### src/rtl/multicycle_control_pkg.sv
// Shared definitions for the multi-cycle RV32I control unit: FSM state
// encoding, opcode[6:2] major-opcode constants, ALU operation selects,
// PC source selects, trap cause codes and the opcode legality check.
package multicycle_control_pkg;

  typedef enum logic [2:0] {
    S_IDLE   = 3'd0,
    S_FETCH  = 3'd1,
    S_DECODE = 3'd2,
    S_EXEC   = 3'd3,
    S_MEM    = 3'd4,
    S_WB     = 3'd5,
    S_TRAP   = 3'd7
  } state_t;

  // opcode[6:2] major opcodes
  localparam logic [4:0] OPC_OP_IMM = 5'b00100;
  localparam logic [4:0] OPC_OP     = 5'b01100;
  localparam logic [4:0] OPC_LUI    = 5'b01101;
  localparam logic [4:0] OPC_AUIPC  = 5'b00101;
  localparam logic [4:0] OPC_LOAD   = 5'b00000;
  localparam logic [4:0] OPC_STORE  = 5'b01000;
  localparam logic [4:0] OPC_BRANCH = 5'b11000;
  localparam logic [4:0] OPC_JAL    = 5'b11011;
  localparam logic [4:0] OPC_JALR   = 5'b11001;

  // opcode_alu encodings
  localparam logic [1:0] ALU_BRANCH = 2'b00;
  localparam logic [1:0] ALU_OP_IMM = 2'b01;
  localparam logic [1:0] ALU_ADD    = 2'b10;
  localparam logic [1:0] ALU_OP     = 2'b11;

  // pc_src encodings
  localparam logic [1:0] PC_PLUS4 = 2'b00;
  localparam logic [1:0] PC_IMM   = 2'b01;
  localparam logic [1:0] PC_ALU   = 2'b10;

  // trap_cause codes
  localparam logic [1:0] CAUSE_NONE    = 2'b00;
  localparam logic [1:0] CAUSE_IMEM    = 2'b01;
  localparam logic [1:0] CAUSE_ILLEGAL = 2'b10;
  localparam logic [1:0] CAUSE_DMEM    = 2'b11;

  // True when the full 7-bit opcode names an instruction this build executes.
  function automatic logic is_legal(input logic [6:0] opc,
                                    input logic       en_mem,
                                    input logic       en_jump);
    logic ok;
    ok = 1'b0;
    if (opc[1:0] == 2'b11) begin
      case (opc[6:2])
        OPC_OP_IMM, OPC_OP, OPC_LUI, OPC_AUIPC, OPC_BRANCH: ok = 1'b1;
        OPC_LOAD, OPC_STORE:                                ok = en_mem;
        OPC_JAL, OPC_JALR:                                  ok = en_jump;
        default:                                            ok = 1'b0;
      endcase
    end
    return ok;
  endfunction

endpackage

### src/rtl/multicycle_control_watchdog.sv
// Saturating wait counter guarding a memory handshake.
// Ports:
//   clk, rst_n  - clock, asynchronous active-low reset
//   i_clear     - zero the count (has priority over i_enable)
//   i_enable    - a wait cycle is in progress; count it
//   o_expired   - this wait cycle brings the count to LIMIT (LIMIT=0: never)
module control_watchdog #(
  parameter int unsigned LIMIT = 16
) (
  input  logic clk,
  input  logic rst_n,
  input  logic i_clear,
  input  logic i_enable,
  output logic o_expired
);

  localparam int unsigned CNT_W = (LIMIT == 0) ? 1 : $clog2(LIMIT + 1);

  logic [CNT_W-1:0] r_count;

  // NOTE: registers are written with non-blocking assignments so every reader
  // in the same edge sees the pre-edge value.
  always_ff @(posedge clk or negedge rst_n) begin
    if (!rst_n) begin
      r_count <= '0;
    end else if (i_clear) begin
      r_count <= '0;
    end else if (i_enable && (r_count != CNT_W'(LIMIT))) begin
      r_count <= r_count + CNT_W'(1);
    end
  end

  // Expiry is flagged during the wait cycle whose edge brings the count to
  // LIMIT, so the caller can still let a same-cycle ready win.
  if (LIMIT == 0) begin : g_off
    assign o_expired = 1'b0;
  end else begin : g_on
    assign o_expired = i_enable && (r_count >= CNT_W'(LIMIT - 1));
  end

endmodule

### src/rtl/multicycle_control.sv
// Multi-cycle RV32I control unit: sequences each instruction through
// FETCH/DECODE/EXEC/MEM/WB, drives datapath strobes, handshakes with
// instruction and data memory, and raises a sticky trap on an illegal opcode
// or a memory wait timeout.
// Ports:
//   opcode, imem_ready, dmem_ready         - instruction bits and memory readies
//   imem_req, ir_write, pc_write(_cond)    - fetch and PC control
//   pc_src, dmem_req, dmem_we, reg_write   - datapath steering and enables
//   imm_data, opcode_alu, mem_to_reg, wb_pc
//   trap, trap_cause, state_o              - fault status and debug state
module multicycle_control
  import multicycle_control_pkg::*;
#(
  parameter int unsigned TIMEOUT_CYCLES = 16,
  parameter bit          ENABLE_MEM     = 1'b1,
  parameter bit          ENABLE_JUMP    = 1'b1
) (
  input  logic       clk,
  input  logic       rst_n,
  input  logic [6:0] opcode,
  input  logic       imem_ready,
  input  logic       dmem_ready,
  output logic       imem_req,
  output logic       ir_write,
  output logic       pc_write,
  output logic       pc_write_cond,
  output logic [1:0] pc_src,
  output logic       dmem_req,
  output logic       dmem_we,
  output logic       reg_write,
  output logic       imm_data,
  output logic [1:0] opcode_alu,
  output logic       mem_to_reg,
  output logic       wb_pc,
  output logic       trap,
  output logic [1:0] trap_cause,
  output logic [2:0] state_o
);

  state_t     r_state;
  logic [4:0] r_op;
  logic [1:0] r_trap_cause;
  logic       w_wait;
  logic       w_expired;

  // A wait can only end by the state changing, so "not waiting" also covers
  // clearing the count on every state change.
  assign w_wait = ((r_state == S_FETCH) && !imem_ready) ||
                  ((r_state == S_MEM)   && !dmem_ready);

  control_watchdog #(.LIMIT(TIMEOUT_CYCLES)) u_watchdog (
    .clk      (clk),
    .rst_n    (rst_n),
    .i_clear  (!w_wait),
    .i_enable (w_wait),
    .o_expired(w_expired)
  );

  always_ff @(posedge clk or negedge rst_n) begin
    if (!rst_n) begin
      r_state      <= S_IDLE;
      r_op         <= '0;
      r_trap_cause <= CAUSE_NONE;
    end else begin
      case (r_state)
        S_IDLE: r_state <= S_FETCH;
        S_FETCH: begin
          if (imem_ready) begin
            r_state <= S_DECODE;
          end else if (w_expired) begin
            r_state      <= S_TRAP;
            r_trap_cause <= CAUSE_IMEM;
          end
        end
        S_DECODE: begin
          r_op <= opcode[6:2];
          if (is_legal(opcode, ENABLE_MEM, ENABLE_JUMP)) begin
            r_state <= S_EXEC;
          end else begin
            r_state      <= S_TRAP;
            r_trap_cause <= CAUSE_ILLEGAL;
          end
        end
        S_EXEC: begin
          case (r_op)
            OPC_LOAD, OPC_STORE: r_state <= S_MEM;
            OPC_BRANCH:          r_state <= S_FETCH;
            default:             r_state <= S_WB;
          endcase
        end
        S_MEM: begin
          if (dmem_ready) begin
            r_state <= (r_op == OPC_LOAD) ? S_WB : S_FETCH;
          end else if (w_expired) begin
            r_state      <= S_TRAP;
            r_trap_cause <= CAUSE_DMEM;
          end
        end
        S_WB:    r_state <= S_FETCH;
        S_TRAP:  r_state <= S_TRAP;
        default: r_state <= S_IDLE;
      endcase
    end
  end

  // Strobes are decoded from the registered state and latched opcode; only
  // the FETCH write strobes look at imem_ready directly.
  always_comb begin
    // NOTE: every output gets a default first so no path through the case
    // can infer a latch.
    imem_req      = 1'b0;
    ir_write      = 1'b0;
    pc_write      = 1'b0;
    pc_write_cond = 1'b0;
    pc_src        = PC_PLUS4;
    dmem_req      = 1'b0;
    dmem_we       = 1'b0;
    reg_write     = 1'b0;
    imm_data      = 1'b0;
    opcode_alu    = ALU_ADD;
    mem_to_reg    = 1'b0;
    wb_pc         = 1'b0;
    case (r_state)
      S_FETCH: begin
        imem_req = 1'b1;
        ir_write = imem_ready;
        pc_write = imem_ready;
      end
      S_EXEC: begin
        case (r_op)
          OPC_OP_IMM: begin
            imm_data   = 1'b1;
            opcode_alu = ALU_OP_IMM;
          end
          OPC_OP: opcode_alu = ALU_OP;
          OPC_BRANCH: begin
            opcode_alu    = ALU_BRANCH;
            pc_write_cond = 1'b1;
            pc_src        = PC_IMM;
          end
          OPC_JAL: begin
            pc_write = 1'b1;
            pc_src   = PC_IMM;
          end
          OPC_JALR: begin
            imm_data = 1'b1;
            pc_write = 1'b1;
            pc_src   = PC_ALU;
          end
          // LUI, AUIPC, LOAD, STORE: immediate add
          default: imm_data = 1'b1;
        endcase
      end
      S_MEM: begin
        dmem_req = 1'b1;
        dmem_we  = (r_op == OPC_STORE);
      end
      S_WB: begin
        reg_write  = 1'b1;
        mem_to_reg = (r_op == OPC_LOAD);
        wb_pc      = (r_op == OPC_JAL) || (r_op == OPC_JALR);
      end
      default: ;
    endcase
  end

  assign trap       = (r_state == S_TRAP);
  assign trap_cause = r_trap_cause;
  assign state_o    = r_state;

endmodule

### config.mk
export PLATFORM = sky130hd
export DESIGN_NAME = multicycle_control
export DESIGN_NICKNAME = d
export VERILOG_FILES = /design/src/rtl/multicycle_control_pkg.sv /design/src/rtl/multicycle_control_watchdog.sv /design/src/rtl/multicycle_control.sv
export SDC_FILE = /design/constraint.sdc
export NUM_CORES = 1
export LEC_CHECK = 0
export ABC_AREA = 1
export CAP_MARGIN = 20
export CORE_MARGIN = 1.5
export CORE_UTILIZATION = 35
export DETAILED_ROUTE_END_ITERATION = 12
export DONT_BUFFER_PORTS = 1
export GPL_ROUTABILITY_DRIVEN = 0
export HOLD_SLACK_MARGIN = 0.03
export PLACE_DENSITY = 0.56
export SYNTH_ARGS = -nofsm -noshare
export SYNTH_HDL_FRONTEND = slang
export SYNTH_SLANG_ARGS = --single-unit
### constraint.sdc
create_clock -name clk -period 4.12 [get_ports clk]
set_input_delay 0.206 -clock clk [delete_from_list [all_inputs] [get_ports clk]]
set_output_delay 0.206 -clock clk [all_outputs]
set_load 0.01 [all_outputs]
# == After elaboration in Yosys (flattened, before gate mapping) ==
# Memory sizes are Yosys's and may differ from the RTL's.
# Index checks and enable logic that the tools add are counted.
# word_totals
ram_bits,0
latchBits,0
wordCells,78
mem_count,1
mem_bits_ro,32
in_bits,11
ff_bits,15
# op_classes
eq_ne,20
bitwise_logic,0
shift,0
reduce_logical,17
n_mux,34
magnitude_cmp,1
addsub,1
n_mul,0
div_mod_pow,0
# mem_list
name,depth,width,rd,rd_clocked_by_memory_dff,write_ports,line,text
(no name shown),32,1,1,0,0,multicycle_control_pkg.sv:51,case (opc[6:2])
# ops
cell,n
case mux 3 bit (6 select lines),1
equality test 5 bit (second input constant),3
two-way mux 3 bit,5
two-way mux 1 bit,14
two-way mux 2 bit,7
case mux 2 bit (3 select lines),2
equality test 5 x 4 -> 1 bit (second input constant),2
two-way mux 5 bit,2
equality test 3 bit (second input constant),3
!= test 2 bit (second input constant),4
OR reduction 2 bit,4
equality test 3 x 2 -> 1 bit (second input constant),2
case mux 3 bit (2 select lines),1
AND reduction 6 bit,1
adder 5 x 1 -> 5 bit (second input constant),1
equality test 5 x 3 -> 1 bit (second input constant),1
>= comparator 5 x 4 -> 1 bit (second input constant),1
logical NOT 5 bit,1
!= test 5 bit (second input constant),1
logical AND 1 bit,4
!= test 2 x 1 -> 1 bit (second input constant),2
case mux 2 bit (2 select lines),1
equality test 3 x 1 -> 1 bit (second input constant),1
logical NOT 3 bit,1
other kinds (6),8

# == Longest topological paths before layout ==
# Gate-level depths: netlist (run 1).
# depth
word_depth,7
mapped_depth,11
ltp_nobuf,11

# == Cells and area by module ==
# From an unflattened synthesis (run 1), not the netlist that was laid out.
# hier_totals
hier_cells,158
area_unflattened_um2,1076.0
# by_module_without_submodules
mod,seq_area_each_um2,cells_per_inst,area_per_inst_um2,n_inst
multicycle_control,250.2,109,725.7,1
control_watchdog,125.1,49,350.3,1

# == Worst setup path after synthesis (run 1) ==
# OpenSTA, ideal clock, no wires.
# synth_timing
kind,register -> output
startpoint,register r_state[2] (netlist: state_o[2])
endpoint,output opcode_alu[1]
t_arrival_ns,1.253
stages_incl_launch_ff,7
path_slack_ns,2.661
required_time_ns,3.914
path_cell_list,dfrtp_1 inv_2 nand2_2 nor2_2 inv_2 nor2_1 o21ai_1
# synth_between
elab_chain_len,2
# synth_rtl
item,line,text
from (decl),multicycle_control.sv:40,state_t r_state;
from (signal assigned),multicycle_control.sv:93,r_state <= (r_op == OPC_LOAD) ? S_WB : S_FETCH;
equality test 3 x 2 -> 1 bit,multicycle_control.sv:123,case (r_state)
two-way mux 2 bit,multicycle_control.sv:123,
to (decl),multicycle_control.sv:32,"output logic [1:0] opcode_alu,"
# No other way between the ends.

# == Final worst setup path (run 1) ==
# layout_timing
startpoint,register r_state[2] (netlist: state_o[2])
endpoint,output wb_pc
# layout_between
elab_chain_len,2
# layout_rtl
item,line,text
equality test 3 bit,multicycle_control.sv:123,
two-way mux 1 bit,multicycle_control.sv:123,
to (decl),multicycle_control.sv:34,"output logic wb_pc,"
# No other way between the ends.

==> results.yml, run 1 <==
pwr:
  power_density_mw_per_mm2: 216
  combinationalPowerShare: 0.033
  vdd_drop_max_v: 0.000182
  p_int_mw: 0.187
  clkPwrFrac: 0.352
  swShare: 0.218
  power.switching_mw: 0.0520
  power_leakage_nw: 0.568
  power.share.sequential: 0.616
place:
  pre_cts_ws_ns: 2.49
  place_hpwl_um: 1870
  placed_area_mm2: 0.00107
  port_buffers: 0
worst_setup_path:
  cp_data_required_time_ns: 3.91
  r2r_cells: 10
  crit_path_start_kind: "flop"
  cp-end-kind: "output pin"
  cp_max_fo: 8
  arrival_ns: 1.72
  crit_type: "flop to output pin"
clock_network:
  cts_sinks: 15
  cts_buffers: 3
  cts_max_level: 1
  clock_path_buffers: 2
  insertion_delay_ns: 0.28
  cts_root_buffer: "clkbuf_4"
  tritoncts: "built"
  clkSlewWorstSetupHoldPaths_ns: 0.09
  cts_setup_buffers: 0
floorplan:
  die_h_um: 57.5
  die-area_mm2: 0.00331
  start_util: 0.374
  core_mm2: 0.00278
  die_w_um: 57.5
  ioPinCount: 31
  num_rows: 19
sta:
  layout_min_cycle_time_ns: 1.92
  setup_tns_ns: 0
  fin_ws_ns: 2.20
  slew-limit-headroom: 0.547
  finalHoldViolCount: 0
  finClkSkew_ns: 0.00122
  drv_slew: 0
  period_share: 0.467
  rsz0062_at_grt: "no"
  max_freq_ghz: 0.520
  tightest_slew_ns: 0.678
  setup_viol: 0
logic_synthesis:
  yosysMostFrequentCell: "nand2_1"
  syn-instance-count: 150
  postSynth.asyncResetShare: 1.00
  synth_area_mm2: 0.00104
  synth_seq_cells: 15
  synth_area_leaders: "dfrtp_1, nand2_1, inv_1, nor2_1, nand4_1"
  ys_seq_area_frac: 0.361
  synth_edf_count: 0
  synth_area_per_cell_um2: 6.93
  syn_nets: 164
  synth-main-ff-cell: "dfrtp_1"
  yosys.cell_types.count: 20
  synth_top_area_share: 0.361
  synth_common_cells: "nand2_1, inv_1, nor2_1"
  yosys.area.top_type: "dfrtp_1"
  yosysWarnings: 0
run_status:
  status: "finished clean"
routing:
  route.detailed.drc: 0
  dr.pass1.iters: 4
  vias: 934
  postRouteAntennaNets: 0
  via_per_inst: 5.05
  drt_iter0_drc: 43
  drt-total-wl_um: 2350
  wl_per_cell_um: 12.7
min_path:
  hold_class: "input port to flop"
  min_delay_path_depth: 2
layout:
  area_growth_pct: 6.50
  n_antenna_cell: 0
  fin_nets: 169
  finish.instance_area_mm2: 0.00111
  drive_gt1_frac: 0.136
global_routing:
  grt_max_degree: 16
  overflow: 0
  grt.total_usage: 0.156
  grt_pass1_vias: 872
  grt_pass1_wl_um: 3930
  antenna_found_initial: 0
run:
  drv_cap: 0
## routing by layer
layer,GRT usage,part of all wire,vias to the layer above
li1,-,-,481
met1,0.204,0.46,423
met2,0.250,0.48,28
met3,0.0567,0.060,2
met4,0.0299,0.0051,0
met5,0,0,-
## stage by stage
step | util | cells | power, mW | hold WS, ns
after detailed placement | 0.385 | 180 | 0.154 | -0.0891
final | 0.398 | 185 | 0.239 | 0.0464
after floorplan | - | 150 | 0.154 | -0.0896
after global routing | 0.398 | 185 | 0.255 | 0.0337
after CTS | 0.398 | 185 | 0.245 | 0.0340
after global placement | 0.385 | 180 | 0.154 | -0.0891
## power groups by stage
stage	Sequential [mW]	Combinational [mW]	Clock, mW
2_1_floorplan	0.150	0.00384	0
3_3_place_gp	0.150	0.00436	0
3_5_place_dp	0.150	0.00444	0
4_1_cts	0.147	0.00823	0.0895
5_1_grt	0.147	0.00966	0.0982
6_report	0.147	0.00779	0.0840
## kinds of logic after synthesis
logic type,Yosys count,share of synthesized area
adder cells (fa/ha/maj),3,0.0361
AO/OA/AOI/OAI,13,0.0626
buffers and inverters,30,0.112
flip-flops,15,0.361
XOR/XNOR,1,0.00843
AND/OR/NAND/NOR,88,0.420
## worst max-delay path, cell delays in order, from the launching register on
cell     delay (ns)
dfrtp_1        0.56
inv_2          0.10
nor3_1         0.40
inv_1          0.14
nor2_1         0.23
## cell usage in the layout, fill, tap and decap left out, drive strengths merged
master | netlist | routed
clkbuf | 0 | 4
nand2 | 42 | 42
nand3 | 12 | 12
a21oi | 3 | 3
ha | 3 | 3
nand3b | 1 | 1
nor2 | 21 | 21
nor3 | 2 | 2
xnor2 | 1 | 1
dfrtp | 15 | 15
dlygate4sd3 | 0 | 1
nand4 | 9 | 9
nor4 | 1 | 1
inv | 29 | 29
o21ai | 10 | 10
## final timing paths
| kind | start | end | slack [ns] |
|---|---|---|---|
| worst max-delay path | state_o[2]$_DFF_PN0_ | wb_pc | 2.20 |
| worst min-delay path | opcode[5] | r_op[3]$_DFFE_PN0P_ | 0.05 |
| worst max register to register | u_watchdog.r_count[0]$_DFFE_PN0P_ | state_o[0]$_DFF_PN0_ | 2.52 |
| worst min register to register | trap_cause[0]$_DFFE_PN0P_ | trap_cause[0]$_DFFE_PN0P_ | 0.54 |
| max in group asynchronous | rst_n | trap_cause[0]$_DFFE_PN0P_ | 3.29 |
| min in group asynchronous | rst_n | u_watchdog.r_count[0]$_DFFE_PN0P_ | 0.40 |
## timing repair
| action | CTS | global route |
|---|---|---|
| gates resized for setup | 0 | 0 |
| hold buffers | 1 | 0 |
| hold endpoints to repair | 15 | 0 |
## sequential cells by signal, indices dropped and copies added (netlist names)
signal,count
state_o,3
r_op,5
u_watchdog.r_count,5
trap_cause,2
## area by class of cell
type | count | area (µm²)
fillers | 310 | 1670
inverters | 29 | 109
multi-input cells | 105 | 548
repair buffers | 1 | 10.0
clock buffers | 4 | 26.3
well taps | 31 | 38.8
flip-flops and latches | 15 | 375
Note: power is estimated with default switching activity, not from simulation.
==> run 2, diff against run 1 <==
==> constraint.sdc (replaced) <==
create_clock -name clk -period 1.8 [get_ports clk]
set_input_delay 0.09 -clock clk [delete_from_list [all_inputs] [get_ports clk]]
set_output_delay 0.09 -clock clk [all_outputs]
set_load 0.01 [all_outputs]
==> results.yml, run 2 (synthesized netlist as in run 1, its figures left out) <==
layout:
  drive_gt1_frac: 0.167
  n_antenna_cell: 0
  layout.cells.non_filler: 193
  final_common_cell: "nand2_1"
  area_growth_pct: 14.4
  fin_nets: 177
  layout_common_cells: "nand2_1, inv_1, nor2_1, dfrtp_1"
sta:
  layout_min_cycle_time_ns: 1.69
  rsz0062_at_grt: "no"
  max_freq_ghz: 0.593
  finalHoldViolCount: 0
  drv_slew: 0
  tightest_slew_ns: 0.703
  slew-limit-headroom: 0.530
  setup_viol: 0
  setup_tns_ns: 0
  period_share: 0.937
  finClkSkew_ns: 0.00511
floorplan:
  core_mm2: 0.00278
  die_h_um: 57.5
  die_w_um: 57.5
  num_rows: 19
  start_util: 0.374
  ioPinCount: 31
  die-area_mm2: 0.00331
worst_setup_path:
  crit_path_start_kind: "flop"
  crit_type: "flop to output pin"
  cp_data_required_time_ns: 1.71
  cp-end-kind: "output pin"
  cp_max_fo: 8
  ff2ff_setup_slack_ns: 0.23
  arrival_ns: 1.60
clock_network:
  insertion_delay_ns: 0.28
  tritoncts: "built"
  cts_buffers: 3
  cts_root_buffer: "clkbuf_4"
  cts_sinks: 15
  cts_max_level: 1
  clkSlewWorstSetupHoldPaths_ns: 0.09
  clock_path_buffers: 2
place:
  dpl.cell_count: 183
  place_hpwl_um: 1910
  port_buffers: 0
pwr:
  vdd_drop_max_v: 0.000440
  power_density_mw_per_mm2: 466
  power_leakage_nw: 0.604
  power.switching_mw: 0.120
  power.share.sequential: 0.607
  clkPwrFrac: 0.345
  swShare: 0.216
  p_int_mw: 0.435
  combinationalPowerShare: 0.048
run_status:
  status: "finished clean"
routing:
  postRouteAntennaNets: 0
  route.detailed.drc: 0
  vias: 971
  via_per_inst: 5.03
  drt-total-wl_um: 2420
  drt_iter0_drc: 61
  dr.pass1.iters: 4
  wl_per_cell_um: 12.5
run:
  drv_cap: 0
min_path:
  hold_class: "input port to flop"
global_routing:
  grt_pass1_vias: 928
  overflow: 0
  antenna_found_initial: 0
  grt_max_degree: 16
  grt.total_usage: 0.155
  grt_pass1_wl_um: 3930
==> run 2: area by class of cell <==
type	count	area [µm²]
fillers	297	1590
well taps	31	38.8
multi-input cells	105	556
inverters	29	109
flip-flops and latches	15	378
clock buffers	4	26.3
repair buffers	9	82.6
==> run 2: repair_timing <==
action / CTS / global route
buffers inserted: 0 / 0
setup endpoints to repair: 1 / 3
gates resized for setup: 1 / 3
hold buffers: 6 / 0
endpoints found under the hold margin: 20 / 0
pin swaps: 0 / 0
==> run 2: path summary, 6_finish.rpt <==
kind,start,depth (start not counted),endpoint
worst max-delay path,state_o[2]$_DFF_PN0_,6,opcode_alu[1]
worst min-delay path,dmem_ready,2,state_o[2]$_DFF_PN0_
worst max register to register,u_watchdog.r_count[0]$_DFFE_PN0P_,10,trap_cause[1]$_DFFE_PN0P_
worst min register to register,trap_cause[1]$_DFFE_PN0P_,2,trap_cause[1]$_DFFE_PN0P_
max in group asynchronous,rst_n,1,state_o[1]$_DFF_PN0_
min in group asynchronous,rst_n,1,u_watchdog.r_count[2]$_DFFE_PN0P_
==> run 2: through the flow <==
stage               power, mW  hold WS, ns  setup slack [ns]  instance area [µm²]  utilization
global placement        0.353       -0.205             0.280                 1090        0.393
floorplan               0.352       -0.206             0.369                 1040            -
CTS                     0.566       0.0483            0.0490                 1180        0.425
finish                  0.554       0.0511             0.113                 1190        0.428
global route            0.589       0.0532           0.00500                 1190        0.428
detailed placement      0.354       -0.205             0.256                 1090        0.393
==> run 2: per-layer routing <==
metal  vias up  part of all wire  track usage  wire length (µm)
met5         -                 0            0                 0
met4         0            0.0066       0.0299                16
met3         2             0.051       0.0590               123
met2        20              0.52        0.286              1260
met1       449              0.42        0.168              1020
li1        500                 -            -                 -
==> run 2: critical path, cell delays in order, from the launching register on <==
cell and delay, ns:
dfrtp_2 0.50, inv_2 0.11, nand2_2 0.09, nor2_4 0.15, inv_2 0.07, nor4_4 0.23, o21ai_1 0.16
==> run 2: power by group through the flow <==
stage	Clock (mW)	Combinational, mW	Sequential [mW]
floorplan	0	0.00879	0.343
global route	0.222	0.0306	0.337
finish	0.191	0.0268	0.337
detailed placement	0	0.0102	0.343
CTS	0.202	0.0274	0.337
global placement	0	0.00993	0.343
==> run 3, diff against run 2 <==
==> constraint.sdc (replaced) <==
create_clock -name clk -period 2.1 [get_ports clk]
set_input_delay 0.105 -clock clk [delete_from_list [all_inputs] [get_ports clk]]
set_output_delay 0.105 -clock clk [all_outputs]
set_load 0.01 [all_outputs]
==> results.yml, run 3 (synthesized netlist as in run 1, its figures left out) <==
global_routing:
  busiest_layer: "met2"
  antenna_found_initial: 0
  grt_max_degree: 16
  grtUsageMet1: 0.185
  grt_pass1_vias: 859
  grt_pass1_wl_um: 3910
  grt_util_met3: 0.0590
  overflow: 0
  use_met2: 0.268
  grt.total_usage: 0.155
sta:
  setup_tns_ns: 0
  rsz0062_at_grt: "no"
  slew-limit-headroom: 0.534
  drv_slew: 0
  layout_min_cycle_time_ns: 1.88
  tightest_slew_ns: 0.697
  period_share: 0.894
  setup_viol: 0
  finalHoldViolCount: 0
  finClkSkew_ns: 0.00172
  max_freq_ghz: 0.533
worst_setup_path:
  slowest_delay_ns: 0.59
  slowest_stage: "dfrtp_1"
  crit_family: "simple AND/OR/NAND/NOR gates"
  crit_buf_inv: 2
  crit_type: "flop to output pin"
  arrival_ns: 1.77
  cp_cell_sequence: "inv_2 -> nor3_1 -> inv_1 -> nor2_1"
  startpoint: "state_o[2]$_DFF_PN0_"
  cp-end-kind: "output pin"
  r2r_start: "u_watchdog.r_count[0]$_DFFE_PN0P_"
  cp_data_required_time_ns: 2.00
  cp_max_fo: 8
  crit_path_start_kind: "flop"
layout:
  final_common_cell: "nand2_1"
  fin_nets: 174
  drive_gt1_frac: 0.132
  fin_util: 0.416
  layout.cells.non_filler: 190
  finish.instance_area_mm2: 0.00116
  n_antenna_cell: 0
  layout_common_cells: "nand2_1, inv_1, nor2_1, dfrtp_1"
  area_growth_pct: 11.3
place:
  placed_area_mm2: 0.00107
  dpl.cell_count: 180
  port_buffers: 0
  place_hpwl_um: 1890
routing:
  drt-total-wl_um: 2390
  vias: 958
  wl_per_cell_um: 12.6
  route.detailed.drc: 0
  postRouteAntennaNets: 0
  via_per_inst: 5.04
  drt_iter0_drc: 71
  dr.pass1.iters: 4
clock_network:
  tritoncts: "built"
  insertion_delay_ns: 0.28
  cts_root_buffer: "clkbuf_4"
  cts_max_level: 1
  clkSlewWorstSetupHoldPaths_ns: 0.08
  cts_buffers: 3
  cts_hold_buf: 6
  cts_setup_buffers: 0
  clock_path_buffers: 2
  cts_resized: 0
  cts_sinks: 15
min_path:
  min-delay-start: "dmem_ready"
  hold_class: "input port to flop"
run:
  drv_cap: 0
floorplan:
  ioPinCount: 31
  core_mm2: 0.00278
  start_util: 0.374
  die_w_um: 57.5
  num_rows: 19
  die_h_um: 57.5
  die-area_mm2: 0.00331
pwr:
  power_leakage_nw: 0.588
  power_density_mw_per_mm2: 410
  vdd_drop_max_v: 0.000365
  power_mw: 0.474
run_status:
  status: "finished clean"
[run 3: cell types whose count changed in the layout (fill, tap and decap cells not counted), sizes merged]
cell	previous run	this run
buf	3	0
[run 3: area by class of cell]
type	count	area, µm²
Clock buffer	4	26.3
Fill cell	295	1620
Inverter	29	109
Multi-Input combinational cell	105	548
Sequential cell	15	375
Tap cell	31	38.8
Timing Repair Buffer	6	60.1
[run 3: worst reg2reg max path, cell delays in order, from the launching register on]
cell,delay (ns)
dfrtp_1,0.43
ha_1,0.24
nand2_1,0.07
nor2_1,0.04
ha_1,0.16
nor2_1,0.12
nand2_1,0.08
nand2_2,0.11
nand2_2,0.07
nand4_1,0.08
nand2_1,0.06
[run 3: report_power, final]
group | internal (mW) | leakage, nW | switching (mW)
registers | 0.289 | 0.168 | 0
clock network | 0.0737 | 0.0150 | 0.0894
logic | 0.0104 | 0.406 | 0.0124
total | 0.373 | 0.588 | 0.102
[run 3: through the flow]
step | hold WS (ns) | setup WS, ns
global route | 0.0799 | 0.0945
CTS | 0.0712 | 0.222
finish | 0.0732 | 0.223
detailed placement | -0.190 | 0.553
global placement | -0.190 | 0.561
floorplan | -0.191 | 0.669
[run 3: worst paths after layout]
| check | to | slack, ns | depth (start not counted) |
|---|---|---|---|
| max | wb_pc | 0.22 | 4 |
| min | state_o[0]$_DFF_PN0_ | 0.07 | 2 |
| max reg2reg | trap_cause[1]$_DFFE_PN0P_ | 0.54 | 10 |
| min reg2reg | trap_cause[1]$_DFFE_PN0P_ | 0.55 | 2 |
| max in group asynchronous | state_o[0]$_DFF_PN0_ | 1.36 | 1 |
| min in group asynchronous | u_watchdog.r_count[1]$_DFFE_PN0P_ | 0.31 | 1 |
[run 3: metal layers]
metal  up-vias  wire, µm
met1       440      1030
li1        492         -
met5         -         0
met2        24      1220
met4         0        15
met3         2       131
